File: config.mk
export PLATFORM = sky130hd
export DESIGN_NAME = id_ex_stage
export DESIGN_NICKNAME = d
export VERILOG_FILES = /design/src/rtl/id_ex_stage.sv
export SDC_FILE = /design/constraint.sdc
export NUM_CORES = 1
export LEC_CHECK = 0
export ABC_AREA = 1
export BUFFER_PORTS_ARGS = -buffer_cell sky130_fd_sc_hd__clkbuf_2
export CAP_MARGIN = 20
export CORE_AREA = 2 2 164 166
export DETAILED_ROUTE_END_ITERATION = 10
export DIE_AREA = 0 0 166 168
export GPL_TIMING_DRIVEN = 0
export PLACE_DENSITY_LB_ADDON = 0.3
export SLEW_MARGIN = 30
export SYNTH_ARGS = -nofsm -noshare
export SYNTH_HDL_FRONTEND = slang
export SYNTH_SLANG_ARGS = --single-unit
export TNS_END_PERCENT = 30
File: constraint.sdc
create_clock -name CLK -period 17.9 [get_ports CLK]
set_input_delay 3.58 -clock CLK [delete_from_list [all_inputs] [get_ports CLK]]
set_output_delay 3.58 -clock CLK [all_outputs]
set_load 0.1 [all_outputs]
File: src/rtl/id_ex_stage.sv
// rtl/id_ex_stage.sv - ID/EX pipeline register with bubble insertion, operand forwarding and bubble counter
module id_ex_stage #(
    parameter int CTRL_W = 16
) (
    input  logic              CLK,
    input  logic              RST,
    input  logic              en,
    input  logic              stall,
    input  logic              flush,
    input  logic              id_valid,
    input  logic [31:0]       id_pc,
    input  logic [31:0]       id_rdat1,
    input  logic [31:0]       id_rdat2,
    input  logic [31:0]       id_imm,
    input  logic [4:0]        id_rd,
    input  logic [CTRL_W-1:0] id_ctrl,
    input  logic [1:0]        forwarda_src,
    input  logic [1:0]        forwardb_src,
    input  logic [1:0]        memadd_forward,
    input  logic [31:0]       exmem_aluout,
    input  logic [31:0]       wb_data,
    output logic              ex_valid,
    output logic [31:0]       ex_pc,
    output logic [31:0]       ex_imm,
    output logic [4:0]        ex_rd,
    output logic [CTRL_W-1:0] ex_ctrl,
    output logic [31:0]       ex_opa,
    output logic [31:0]       ex_opb,
    output logic [31:0]       ex_storedata,
    output logic [15:0]       bubble_cnt
);

    logic              valid_q, valid_d;
    logic [31:0]       pc_q, pc_d;
    logic [31:0]       rdat1_q, rdat1_d;
    logic [31:0]       rdat2_q, rdat2_d;
    logic [31:0]       imm_q, imm_d;
    logic [4:0]        rd_q, rd_d;
    logic [CTRL_W-1:0] ctrl_q, ctrl_d;
    logic [15:0]       cnt_q, cnt_d;

    // Select 11 is reserved and falls back to the stored register value.
    function automatic logic [31:0] fwd_sel(input logic [1:0] sel, input logic [31:0] stored,
                                            input logic [31:0] alu, input logic [31:0] wb);
        case (sel)
            2'b01:   fwd_sel = alu;
            2'b10:   fwd_sel = wb;
            default: fwd_sel = stored;
        endcase
    endfunction

    always_comb begin
        valid_d = valid_q;
        pc_d    = pc_q;
        rdat1_d = rdat1_q;
        rdat2_d = rdat2_q;
        imm_d   = imm_q;
        rd_d    = rd_q;
        ctrl_d  = ctrl_q;
        cnt_d   = cnt_q;
        if (en) begin
            if (stall || flush) begin
                valid_d = 1'b0;
                pc_d    = '0;
                rdat1_d = '0;
                rdat2_d = '0;
                imm_d   = '0;
                rd_d    = '0;
                ctrl_d  = '0;
                if (cnt_q != 16'hFFFF) begin
                    cnt_d = cnt_q + 16'd1;
                end
            end else begin
                valid_d = id_valid;
                pc_d    = id_pc;
                rdat1_d = id_rdat1;
                rdat2_d = id_rdat2;
                imm_d   = id_imm;
                rd_d    = id_rd;
                ctrl_d  = id_ctrl;
            end
        end
    end

    always_ff @(posedge CLK or posedge RST) begin
        if (RST) begin
            valid_q <= 1'b0;
            pc_q    <= '0;
            rdat1_q <= '0;
            rdat2_q <= '0;
            imm_q   <= '0;
            rd_q    <= '0;
            ctrl_q  <= '0;
            cnt_q   <= '0;
        end else begin
            valid_q <= valid_d;
            pc_q    <= pc_d;
            rdat1_q <= rdat1_d;
            rdat2_q <= rdat2_d;
            imm_q   <= imm_d;
            rd_q    <= rd_d;
            ctrl_q  <= ctrl_d;
            cnt_q   <= cnt_d;
        end
    end

    assign ex_valid     = valid_q;
    assign ex_pc        = pc_q;
    assign ex_imm       = imm_q;
    assign ex_rd        = rd_q;
    assign ex_ctrl      = ctrl_q;
    assign bubble_cnt   = cnt_q;
    assign ex_opa       = fwd_sel(forwarda_src, rdat1_q, exmem_aluout, wb_data);
    assign ex_opb       = fwd_sel(forwardb_src, rdat2_q, exmem_aluout, wb_data);
    assign ex_storedata = fwd_sel(memadd_forward, rdat2_q, exmem_aluout, wb_data);

endmodule

# == After elaboration in Yosys (flattened, before gate mapping) ==
# Cells that the tools add are included.
# totals
regBits,166
input_bits,225
out_inout_bits,198
elab_cells,28
# classes
add_sub_neg,1
n_eq_ne,7
muxes,10
reduce_logical,2
# op_table
cell,n
one-hot mux 32 bit (2 select lines),3
2-to-1 mux 32 bit,4
"adder 16 x 1 -> 16 bit, second input constant",1
2-to-1 mux 16 bit,1
"!= test 16 bit, second input constant",1
"equality test 2 x 1 -> 1 bit, second input constant",3
"equality test 2 bit, second input constant",3
2-to-1 mux 5 bit,1
AND reduction 3 bit,1
logical OR 1 bit,1
2-to-1 mux 1 bit,1

# == Depth between registers and ports, before layout ==
# Gate-level depths: netlist of the first run.
# depth
word_depth,2
ltp_mapped,9

# == Worst setup path before layout of the first run ==
# No wires, ideal clock.
# synth_path
path_type,input port to output port
from,in forwardb_src[0]
to,out ex_opb[0]
arrival_time_ps,6259
required_time_ps,14320
setup_slack_ps,8061
path_stages,5
n_path_buf,1
cell_sequence,inv_1 ha_1 inv_2 buf_1 o21ai_0
# synth_via
elab_chain_len,2
# synth_lines
element,line,rtl
start: declaration,18,"input logic [1:0] forwardb_src,"
equality test 2 bit or equality test 2 x 1 -> 1 bit (tied branches),45,case (sel)
one-hot mux 32 bit (2 select lines) *,45,
end: declaration,28,"output logic [31:0] ex_opb,"
# Mark *: on every way between the ends. The rest lies on a longest branch, timed or not.

# == Worst setup path after layout of the first run ==
# layout_path
from,in memadd_forward[0]
to,out ex_storedata[27]
# layout_via
elab_chain_len,2
# layout_lines
element,line,rtl
start: declaration,19,"input logic [1:0] memadd_forward,"
equality test 2 bit or equality test 2 x 1 -> 1 bit (tied branches),45,
one-hot mux 32 bit (2 select lines) *,45,
end: declaration,29,"output logic [31:0] ex_storedata,"
# Marked as above.

==> flow_results.org, run 1 <==
** Setup path
- Highest-delay cell along the critical path :: sky130_fd_sc_hd__clkbuf_1
- Data on the critical path is required at its endpoint by between 10 and 15 ns.
- Maximum fanout count along the critical path :: 10
- For flop-to-flop paths, the worst setup slack is around 16 ns.
- For the worst flop-to-flop path, the logic depth is 9.
- Among cell families on the critical path, the largest total delay comes from buffers and inverters.
- Reg-to-reg startpoint :: bubble_cnt[0]
- Slowest stage delay, CP :: approximately 0.61 ns
- The worst setup path is of the primary input to output pin kind.
- The number of buffers and inverters on the critical path is 5.
- Startpoint type of the worst setup path :: primary input
- The worst setup path is captured at an output pin.
- Cell Chain, Critical Path :: clkbuf_2, inv_1, ha_1, inv_2, clkbuf_1, nand2_1, o21ai_0, clkbuf_2
- CP Data Arrival Time :: 5.62 ns
- In this run the critical register-to-register path is captured at bubble_cnt[14].
- Most frequent CP cell :: sky130_fd_sc_hd__clkbuf_2

** Global routing
- Pin count of the biggest net entering global routing :: 89
- For this run the aggregate overflow at the end of global routing stands at 0.
- The first global-routing pass estimated 58200 um of wire.
- The number of antenna violations at the first check in global routing was 2.
- Global router's overall resource usage :: 0.270
- Vias in the first global route :: 9970

** Power
- Areal power density over the cells :: roughly 100 nW/um^2
- Share of total power in sequential cells :: 0.327
- In this run the static leakage power is 6.70 nW.
- Of the total power, combinational logic draws 0.378.
- Design internal power :: 0.669 mW
- Power consumption :: approximately 1.3 mW
- The share of total power dissipated in the clock network is 0.295.
- Worst voltage drop across the vdd grid :: roughly 95 uV
- In this run the power spent charging and discharging nets is 0.610 mW.
- Of the total power, the share spent switching nets is 0.477.

** Hold path
- Worst min-delay path class :: flop to flop
- Hold Startpoint :: ex_pc[7]
- For hold timing, the worst endpoint is ex_pc[7].
- The worst hold path passes through 2 cells.

** CTS
- Clock tree synthesis selected as its root buffer the cell sky130_fd_sc_hd__clkbuf_16.
- In this run, post-CTS hold repair placed 0 buffers.
- Clock buffers created by TritonCTS :: 17
- The clock drives 166 sinks.
- Clock-pin slew was measured on the worst setup and hold paths at around 0.070 ns.
- At the later pin of the worst-skew pair, clock insertion delay measures 0.43 ns.
- Post-CTS setup-driven buffer insertion count :: 0
- The clock tree synthesis step divided the H-tree into 4 levels.
- TritonCTS built the clock tree.
- Clock Tree Buf Depth :: 2
- CTS resizes :: 0

** Route
- In this run the remaining antenna-violating nets after routing total 0.
- Number of iterations in the first detailed-routing pass :: 5
- After detailed routing, the number of remaining DRC violations is 0.
- Initial DRC count :: 748
- Detailed-route wire length per cell :: 19.3 um
- Vias per cell :: between 5 and 6
- Routed Wire Length :: 38800 um
- Across all layers, the routed design uses around 10000 vias.

** Yosys
- Number of storage elements in the synthesis netlist :: 166
- Of the total synthesized cell area, the portion taken by AND, OR, NAND and NOR gates is 0.254.
- Number of enable-type register cells in the synthesized netlist :: 0
- Top cells by area, synth :: sky130_fd_sc_hd__dfrtp_1 46%, sky130_fd_sc_hd__nand2_1 14%, sky130_fd_sc_hd__nand3_1 8.9%
- After synthesis the cells add up to around 9000 sq um.
- Warnings from Yosys :: 0
- Syn_nets :: 1451
- In this run the mean area of a mapped cell was around 7.4 sq um.
- Of the total synthesized cell area, the portion taken by full adders, half adders and majority gates is 0.00971.
- Proportion of synthesized chip area in sequential cells :: 0.461
- Number of distinct library cells after synthesis :: 26
- For this run, the leading register cell type out of synthesis is sky130_fd_sc_hd__dfrtp_1.
- Fraction of synthesis flops using an asynchronous set or reset pin :: 1.00
- Largest family of logic cells by synthesized area :: simple AND/OR/NAND/NOR gates
- Most common cell in the netlist :: sky130_fd_sc_hd__nand2_1
- Leading area contributor after synthesis :: sky130_fd_sc_hd__dfrtp_1
- Top cells by instance count after synthesis :: 331 x sky130_fd_sc_hd__nand2_1, 166 x sky130_fd_sc_hd__dfrtp_1, 160 x sky130_fd_sc_hd__inv_1, 160 x sky130_fd_sc_hd__nand3_1, 155 x sky130_fd_sc_hd__o21ai_0
- Complex-gate fraction of the synthesized area :: 0.161
- Synthesis produced 1219 cells.
- Of the post-synthesis cell area, the dominant cell type holds 0.461.
- Fraction of synthesized cell area in xor and xnor cells :: 0.00291
- Of the post-synthesis cell area, the part taken by muxes is 0.

** Floorplan
- In this run the vertical extent of the chip is 168 um.
- Effective utilization at floorplan :: 0.342
- For this design the top-level I/O count stands at 423.
- Die Footprint :: 27900 sq um
- Core area :: 26400 sq um
- Horizontal die dimension :: 166 um
- In this run the core area contains 60 standard-cell rows.

** Run
- Maximum capacitance violations :: 0

** STA
- Setup repair after global routing missed its margin :: false
- Period utilization :: 0.514
- Measured against its own limit, the worst slew margin works out to 0.495.
- Setup total negative slack on the finished layout was measured at 0 ns.
- The hold violation total from the final report was 0.
- Upper clock frequency limit :: 109 MHz
- Shortest period the worst path allows :: 9.20 ns
- On the final layout, the worst clock skew is 0.0178 ns.
- Worst hold margin :: 0.480 ns
- Final-report max-slew violation count :: 0
- Worst slew pin tran :: 0.758 ns
- Final Setup Violations :: 0
- Across all setup checks in the final design, the least slack found is between 8 and 9 ns.

** Placed design
- OpenSTA, run right after detailed placement, puts the worst setup slack at 8.74 ns.
- DP Cell Count :: just under 2000
- The wire-length estimate of the detail-placed layout is between 30000 and 40000 um.
- At the end of routability-driven placement, the weighted congestion stood at ~0.94.
- Summing all placed instances gives a cell area of 11600 sq um.
- Buffers placed on the I/O ports in this run total 421.

** Finish
- The filler cells instantiated in the layout total 2713.
- Of the cells placed in the final design, the portion with a size suffix greater than 1 is 0.307.
- Number of nets in the final layout :: 1892
- After the flow finishes, the layout carries non-filler instances totaling 2015.
- Summing all non-filler instances in the final layout gives an area of 12200 sq um.
- Signed area change from the synthesized netlist to the final layout :: 35.1%
- Measured on the finished design, the core utilization comes to 0.462.

** Outcome
- Status :: finished clean
[logic make-up (layout without fill, tap and decap cells)]
group | count (synthesis) | count (layout)
fa+ha+maj | 7 | 7
compound gates | 263 | 263
simple gates | 528 | 528
buf+inv | 252 | 706
flops | 166 | 166
other cells | 0 | 1
xor+xnor | 3 | 3
[routing by layer]
layer,global-route usage,wire (um),vias to the layer above
met4,0.0745,850,2
met1,0.338,16100,4897
met5,0,14,-
met3,0.0604,2820,48
li1,-,-,4863
met2,0.470,19000,496
[layout by cell type, fill, tap and decap left out, types with 2 or more instances in the layout]
cell type,count
sky130_fd_sc_hd__xnor2_1,3
sky130_fd_sc_hd__nand4_1,7
sky130_fd_sc_hd__inv_2,5
sky130_fd_sc_hd__nor2_4,5
sky130_fd_sc_hd__clkbuf_2,421
sky130_fd_sc_hd__nand2_1,331
sky130_fd_sc_hd__dfrtp_1,166
sky130_fd_sc_hd__nand3_1,160
sky130_fd_sc_hd__nor2_2,3
sky130_fd_sc_hd__clkinv_8,4
sky130_fd_sc_hd__buf_1,2
sky130_fd_sc_hd__o22ai_1,96
sky130_fd_sc_hd__o21ai_2,3
sky130_fd_sc_hd__o21ai_0,155
sky130_fd_sc_hd__buf_4,4
sky130_fd_sc_hd__buf_6,2
sky130_fd_sc_hd__nor2_1,12
sky130_fd_sc_hd__inv_6,5
sky130_fd_sc_hd__clkbuf_16,17
sky130_fd_sc_hd__inv_1,159
sky130_fd_sc_hd__clkinv_4,2
sky130_fd_sc_hd__o21ai_1,9
sky130_fd_sc_hd__clkbuf_1,51
sky130_fd_sc_hd__ha_1,7
sky130_fd_sc_hd__buf_2,27
sky130_fd_sc_hd__inv_8,3
sky130_fd_sc_hd__nand2_2,6
[flip-flops by register name, summed over array words and instances, names as in the netlist]
signal	cells
ex_ctrl	16
ex_valid	1
ex_pc	32
bubble_cnt	16
ex_imm	32
rdat2_q	32
ex_rd	5
rdat1_q	32
[cell type report]
class                   instances  area [sq um]  area share
multi-input cells             801          3850       0.316
inverters                     166           633      0.0520
well taps                     341           427      0.0350
clock buffers                  18           439      0.0360
clock inverters                14           156      0.0128
flip-flops and latches        166          4150       0.341
plain buffers                  86           387      0.0317
repair buffers                422          2130       0.175
diodes                          1          2.50    0.000205
[worst register-to-register path, cell delays in order, from the launching register on]
cell,delay [ns]
sky130_fd_sc_hd__dfrtp_1,0.45
sky130_fd_sc_hd__ha_1,0.26
sky130_fd_sc_hd__nand2_1,0.11
sky130_fd_sc_hd__nor2_4,0.14
sky130_fd_sc_hd__nand2_2,0.09
sky130_fd_sc_hd__nor2_2,0.15
sky130_fd_sc_hd__nor2_2,0.07
sky130_fd_sc_hd__buf_6,0.14
sky130_fd_sc_hd__nand2_1,0.07
sky130_fd_sc_hd__nand2_1,0.04
[power groups by stage]
stage | combinational [mW] | sequential (mW) | clock [mW]
final | 0.483 | 0.418 | 0.378
after floorplan | 0.247 | 0.543 | 0
after detailed placement | 0.484 | 0.424 | 0
after global routing | 0.505 | 0.421 | 0.400
after global placement | 0.480 | 0.424 | 0
after CTS | 0.484 | 0.417 | 0.385
[worst max-delay path by stage]
stage	end	start	depth (start not counted)	slack, ns
final	ex_storedata[27]	memadd_forward[0]	8	8.70
after global routing	ex_storedata[27]	memadd_forward[0]	8	8.63
after CTS	ex_storedata[27]	memadd_forward[0]	8	8.74
after detailed placement	ex_storedata[27]	memadd_forward[0]	8	8.74
after global placement	rdat1_q[14]	RST	2	7.65
after floorplan	ex_opb[0]	forwardb_src[0]	5	8.06
Note: power is estimated with default switching activity, not from simulation.
==> run 2, diff against run 1 <==
Settings changed: ABC_AREA 1 to 0, CORE_AREA 2 2 164 166 to 2 2 166 168, DIE_AREA 0 0 166 168 to 0 0 168 170.
Clock period 17.9 ns to 7.98 ns, I/O delays scaled along.
==> run 2 against run 1 <==
Highest routed layer is now met4. Cell count fell by 13%. Worst hold slack improved by 0.027 ns. Non-clock buffer count fell by 14. Count of clock-buffer cells in the layout fell by 1. Power rose to 2.5 times the previous value. Combinational power rose to 2.8 times the previous value. Register-to-register slack got worse by 10 ns. Final area fell by 6.2%. Clock power rose to 2.5 times the previous value. Global-route usage fell by 3.8 points. Largest cell class unchanged. Largest power group unchanged. Utilization fell by 3.4 points. Clock skew fell by 0.0062 ns.
==> flow_results.org, run 2 <==
** Outcome
- Status :: finished clean

** Yosys
- Number of enable-type register cells in the synthesized netlist :: 0
- A synthesized cell averages 8.62 sq um.
- Yosys mapped the design onto 35 distinct sky130hd cell types.
- Synthesis produced a netlist with a net count of about 1200.
- Yosys attributes the largest share of cell area to sky130_fd_sc_hd__dfrtp_1 51%, sky130_fd_sc_hd__a221oi_1 10%, sky130_fd_sc_hd__o21ai_0 7.3%.
- Of all flip-flops after synthesis, the portion carrying an async set or reset was 1.00.
- The share of the Yosys chip area taken by registers is 0.507.
- Top cells by instance count after synthesis :: 166 x sky130_fd_sc_hd__dfrtp_1, 159 x sky130_fd_sc_hd__nand2_1, 157 x sky130_fd_sc_hd__inv_1
- Synthesized area :: 8190 sq um
- Among all flip-flop cells after synthesis, the most frequent one is sky130_fd_sc_hd__dfrtp_1.
- Synthesis produced a netlist whose cell count is 950.
- Number of storage elements in the synthesis netlist :: 166
- Most common cell in the netlist :: sky130_fd_sc_hd__dfrtp_1
- Warnings from Yosys :: 0
- Yosys top cell area share :: 0.507
- Leading area contributor after synthesis :: sky130_fd_sc_hd__dfrtp_1

** STA
- Setup repair after global routing left no endpoint under its margin.
- Number of failing hold endpoints at the final stage :: 0
- In the finished design, the share of the clock period the worst path needs comes to 0.721.
- Counting I/O delays and the setup requirement, the final critical path takes ~5.8 ns.
- Max Clock Skew :: 0.0116 ns
- Based on the critical path, the design can be clocked at up to 174 MHz.
- Setup violations remaining at the end of the flow were counted as 0.
- The worst pin sits at a relative slew slack of 0.489.
- For the pin with the worst max-slew slack, the measured transition is about 0.77 ns.
- Final-report max-slew violation count :: 0

** Placed design
- The wire-length estimate of the detail-placed layout is 26000 um.
- Final weighted congestion of routability-driven global placement :: 0.962
- Port buffering added 421 buffers.

** Floorplan
- The die covers 28600 sq um.
- 423 I/O pins were placed.
- The floorplan has 60 rows.
- The initial utilization of the core area, before any placement, comes to 0.307.
- The core region is 26700 sq um.
- Horizontal die dimension :: 168 um
- Y dimension of the die :: 170 um

** Global routing
- Global routing finished with a remaining overflow of 0.
- In the global route stage, overall resource usage came out at 0.232.
- Vias in the first global route :: 8797
- The first global-routing pass estimated 51000 um of wire.
- Entering global routing, the biggest net connects 89 pins.
- The number of antenna violations at the first check in global routing was 2.

** Finish
- Final core utilization :: 0.429
- Counting the fill cells in the layout gives 2728.
- Share of layout cells above drive strength 1 :: 0.341
- Commonest cells after routing, fill and taps aside :: 421 x sky130_fd_sc_hd__clkbuf_2, 166 x sky130_fd_sc_hd__dfrtp_1, 159 x sky130_fd_sc_hd__nand2_1
- From synthesis to final layout, the design area changed by 39.5%.
- The final layout contains 1623 nets.
- Leaving out fill and tap cells, the most frequent cell in the layout is sky130_fd_sc_hd__clkbuf_2.

** CTS
- No sink is reached through more buffers than the 2 on the longest clock path.
- Clock-pin slew on the worst setup and hold paths :: 0.07 ns
- After clock tree synthesis, the setup repair step added 0 buffers.
- Once the clock tree was built, the resizer swapped 0 gates to a different size.
- CTS sink cnt :: 166
- Buffers inserted during clock tree synthesis total 17.
- The H-tree was split into 4 levels.
- In this run the clock root is driven by a sky130_fd_sc_hd__clkbuf_16.
- Clock tree from TritonCTS :: done
- The number of hold buffers added after CTS was 0.
- At the later pin of the worst-skew pair, clock insertion delay measures 0.43 ns.

** Power
- Areal power density over the cells :: 283 nW/um^2
- IR analysis of the VDD net gives a maximum drop of 135 uV.
- Power consumption :: 3.23 mW
- For this design the static power due to leakage is approximately 5.7 nW.

** Route
- Vias after detailed routing :: a little over 9000
- Routed Antenna Nets :: 0
- After detailed routing, the number of vias per cell comes to just over 5.
- Detailed-route wire length per cell :: 19.5 um
- Routed Wire Length :: 34000 um
- For this run, the detailed router's first-pass iteration total came to 7.
- DRC violation count after routing :: 0
- In this run, the number of DRC markers left after iteration 0 of detailed routing was 852.

** Setup path
- STA classifies the critical path startpoint as a primary input.
- Path depth of the worst reg2reg path :: 5
- Along the worst path, the maximum fanout reaches 10.
- Worst reg-to-reg setup slack :: roughly 6.2 ns
- Type of destination of the critical path :: output pin
- Worst setup path startpoint :: memadd_forward[0]
- CP Data Arrival Time :: 4.16 ns
- Required time worst endpoint :: 6.38 ns
- Setup CP Type :: primary input to output pin
- Endpoint of the worst setup timing path :: ex_storedata[31]
- The endpoint identified for the worst register-to-register timing path is bubble_cnt[12].
- The startpoint identified for the worst register-to-register timing path is bubble_cnt[0].

** Run
- The tool flagged a number of max-cap violations equal to 0.

** Hold path
- The worst hold path belongs to the class flop to flop.
run 2: kinds of logic after synthesis:
logic type                 share of synthesized area
muxes                                        0.00321
and+or+nand+nor                               0.0998
DFF                                            0.507
AOI/OAI and AO/OA                              0.258
adders and majority gates                     0.0107
buffers and inverters                          0.107
xor gates and xnor gates                      0.0139
run 2: worst min path at each step:
stage                     startpoint    endpoint  slack, ns  cells after the start
after floorplan           rdat1_q[1]  rdat1_q[1]       0.47                      2
after global placement    rdat1_q[4]  rdat1_q[4]       0.49                      2
after detailed placement  rdat1_q[8]  rdat1_q[8]       0.49                      2
after CTS                 rdat1_q[3]  rdat1_q[3]       0.51                      2
after global routing      rdat1_q[4]  rdat1_q[4]       0.53                      2
final                     rdat1_q[4]  rdat1_q[4]       0.51                      2
run 2: report_power, final:
| group | switching (mW) | internal, mW |
|---|---|---|
| Sequential | 0.0471 | 0.902 |
| Clock | 0.387 | 0.567 |
| Combinational | 1.12 | 0.204 |
run 2: cell type report:
| cell class | instances | area, sq um | share of cell area |
|---|---|---|---|
| Sequential cell | 166 | 4150 | 0.364 |
| Inverter | 157 | 597 | 0.0522 |
| Multi-Input combinational cell | 555 | 3160 | 0.276 |
| Tap cell | 341 | 427 | 0.0373 |
| Clock inverter | 14 | 236 | 0.0207 |
| Buffer | 72 | 289 | 0.0253 |
| Clock buffer | 17 | 425 | 0.0372 |
| Timing Repair Buffer | 422 | 2130 | 0.187 |
| Antenna cell | 2 | 5.00 | 0.000438 |
run 2: worst max-delay path: stages:
cell	delay [ns]
sky130_fd_sc_hd__clkbuf_2	0.11
sky130_fd_sc_hd__inv_1	0.05
sky130_fd_sc_hd__ha_1	0.26
sky130_fd_sc_hd__clkbuf_1	0.43
sky130_fd_sc_hd__clkbuf_1	0.65
sky130_fd_sc_hd__a221oi_1	0.10
sky130_fd_sc_hd__a21oi_1	0.40
sky130_fd_sc_hd__clkbuf_2	0.55
run 2: stage by stage:
stage / hold WS, ns / setup slack (ns) / std cells / cell area [sq um] / TNS (ns)
after global routing: 0.529 / 2.27 / 1744 / 11400 / 0
after global placement: 0.485 / -0.349 / 1712 / 10700 / -53.46
after floorplan: 0.474 / 1.89 / 950 / 8190 / 0
after CTS: 0.511 / 2.46 / 1744 / 11400 / 0
final: 0.507 / 2.23 / 1746 / 11400 / 0
after detailed placement: 0.494 / 2.48 / 1713 / 10800 / 0
run 2: routing by layer:
metal / wire (um) / vias to the layer above / track usage
met1: 14200 / 4314 / 0.311
met4: 1010 / 0 / 0.0839
met3: 3340 / 89 / 0.0730
met5: 0 / - / 0
met2: 15400 / 519 / 0.352
li1: - / 4132 / -
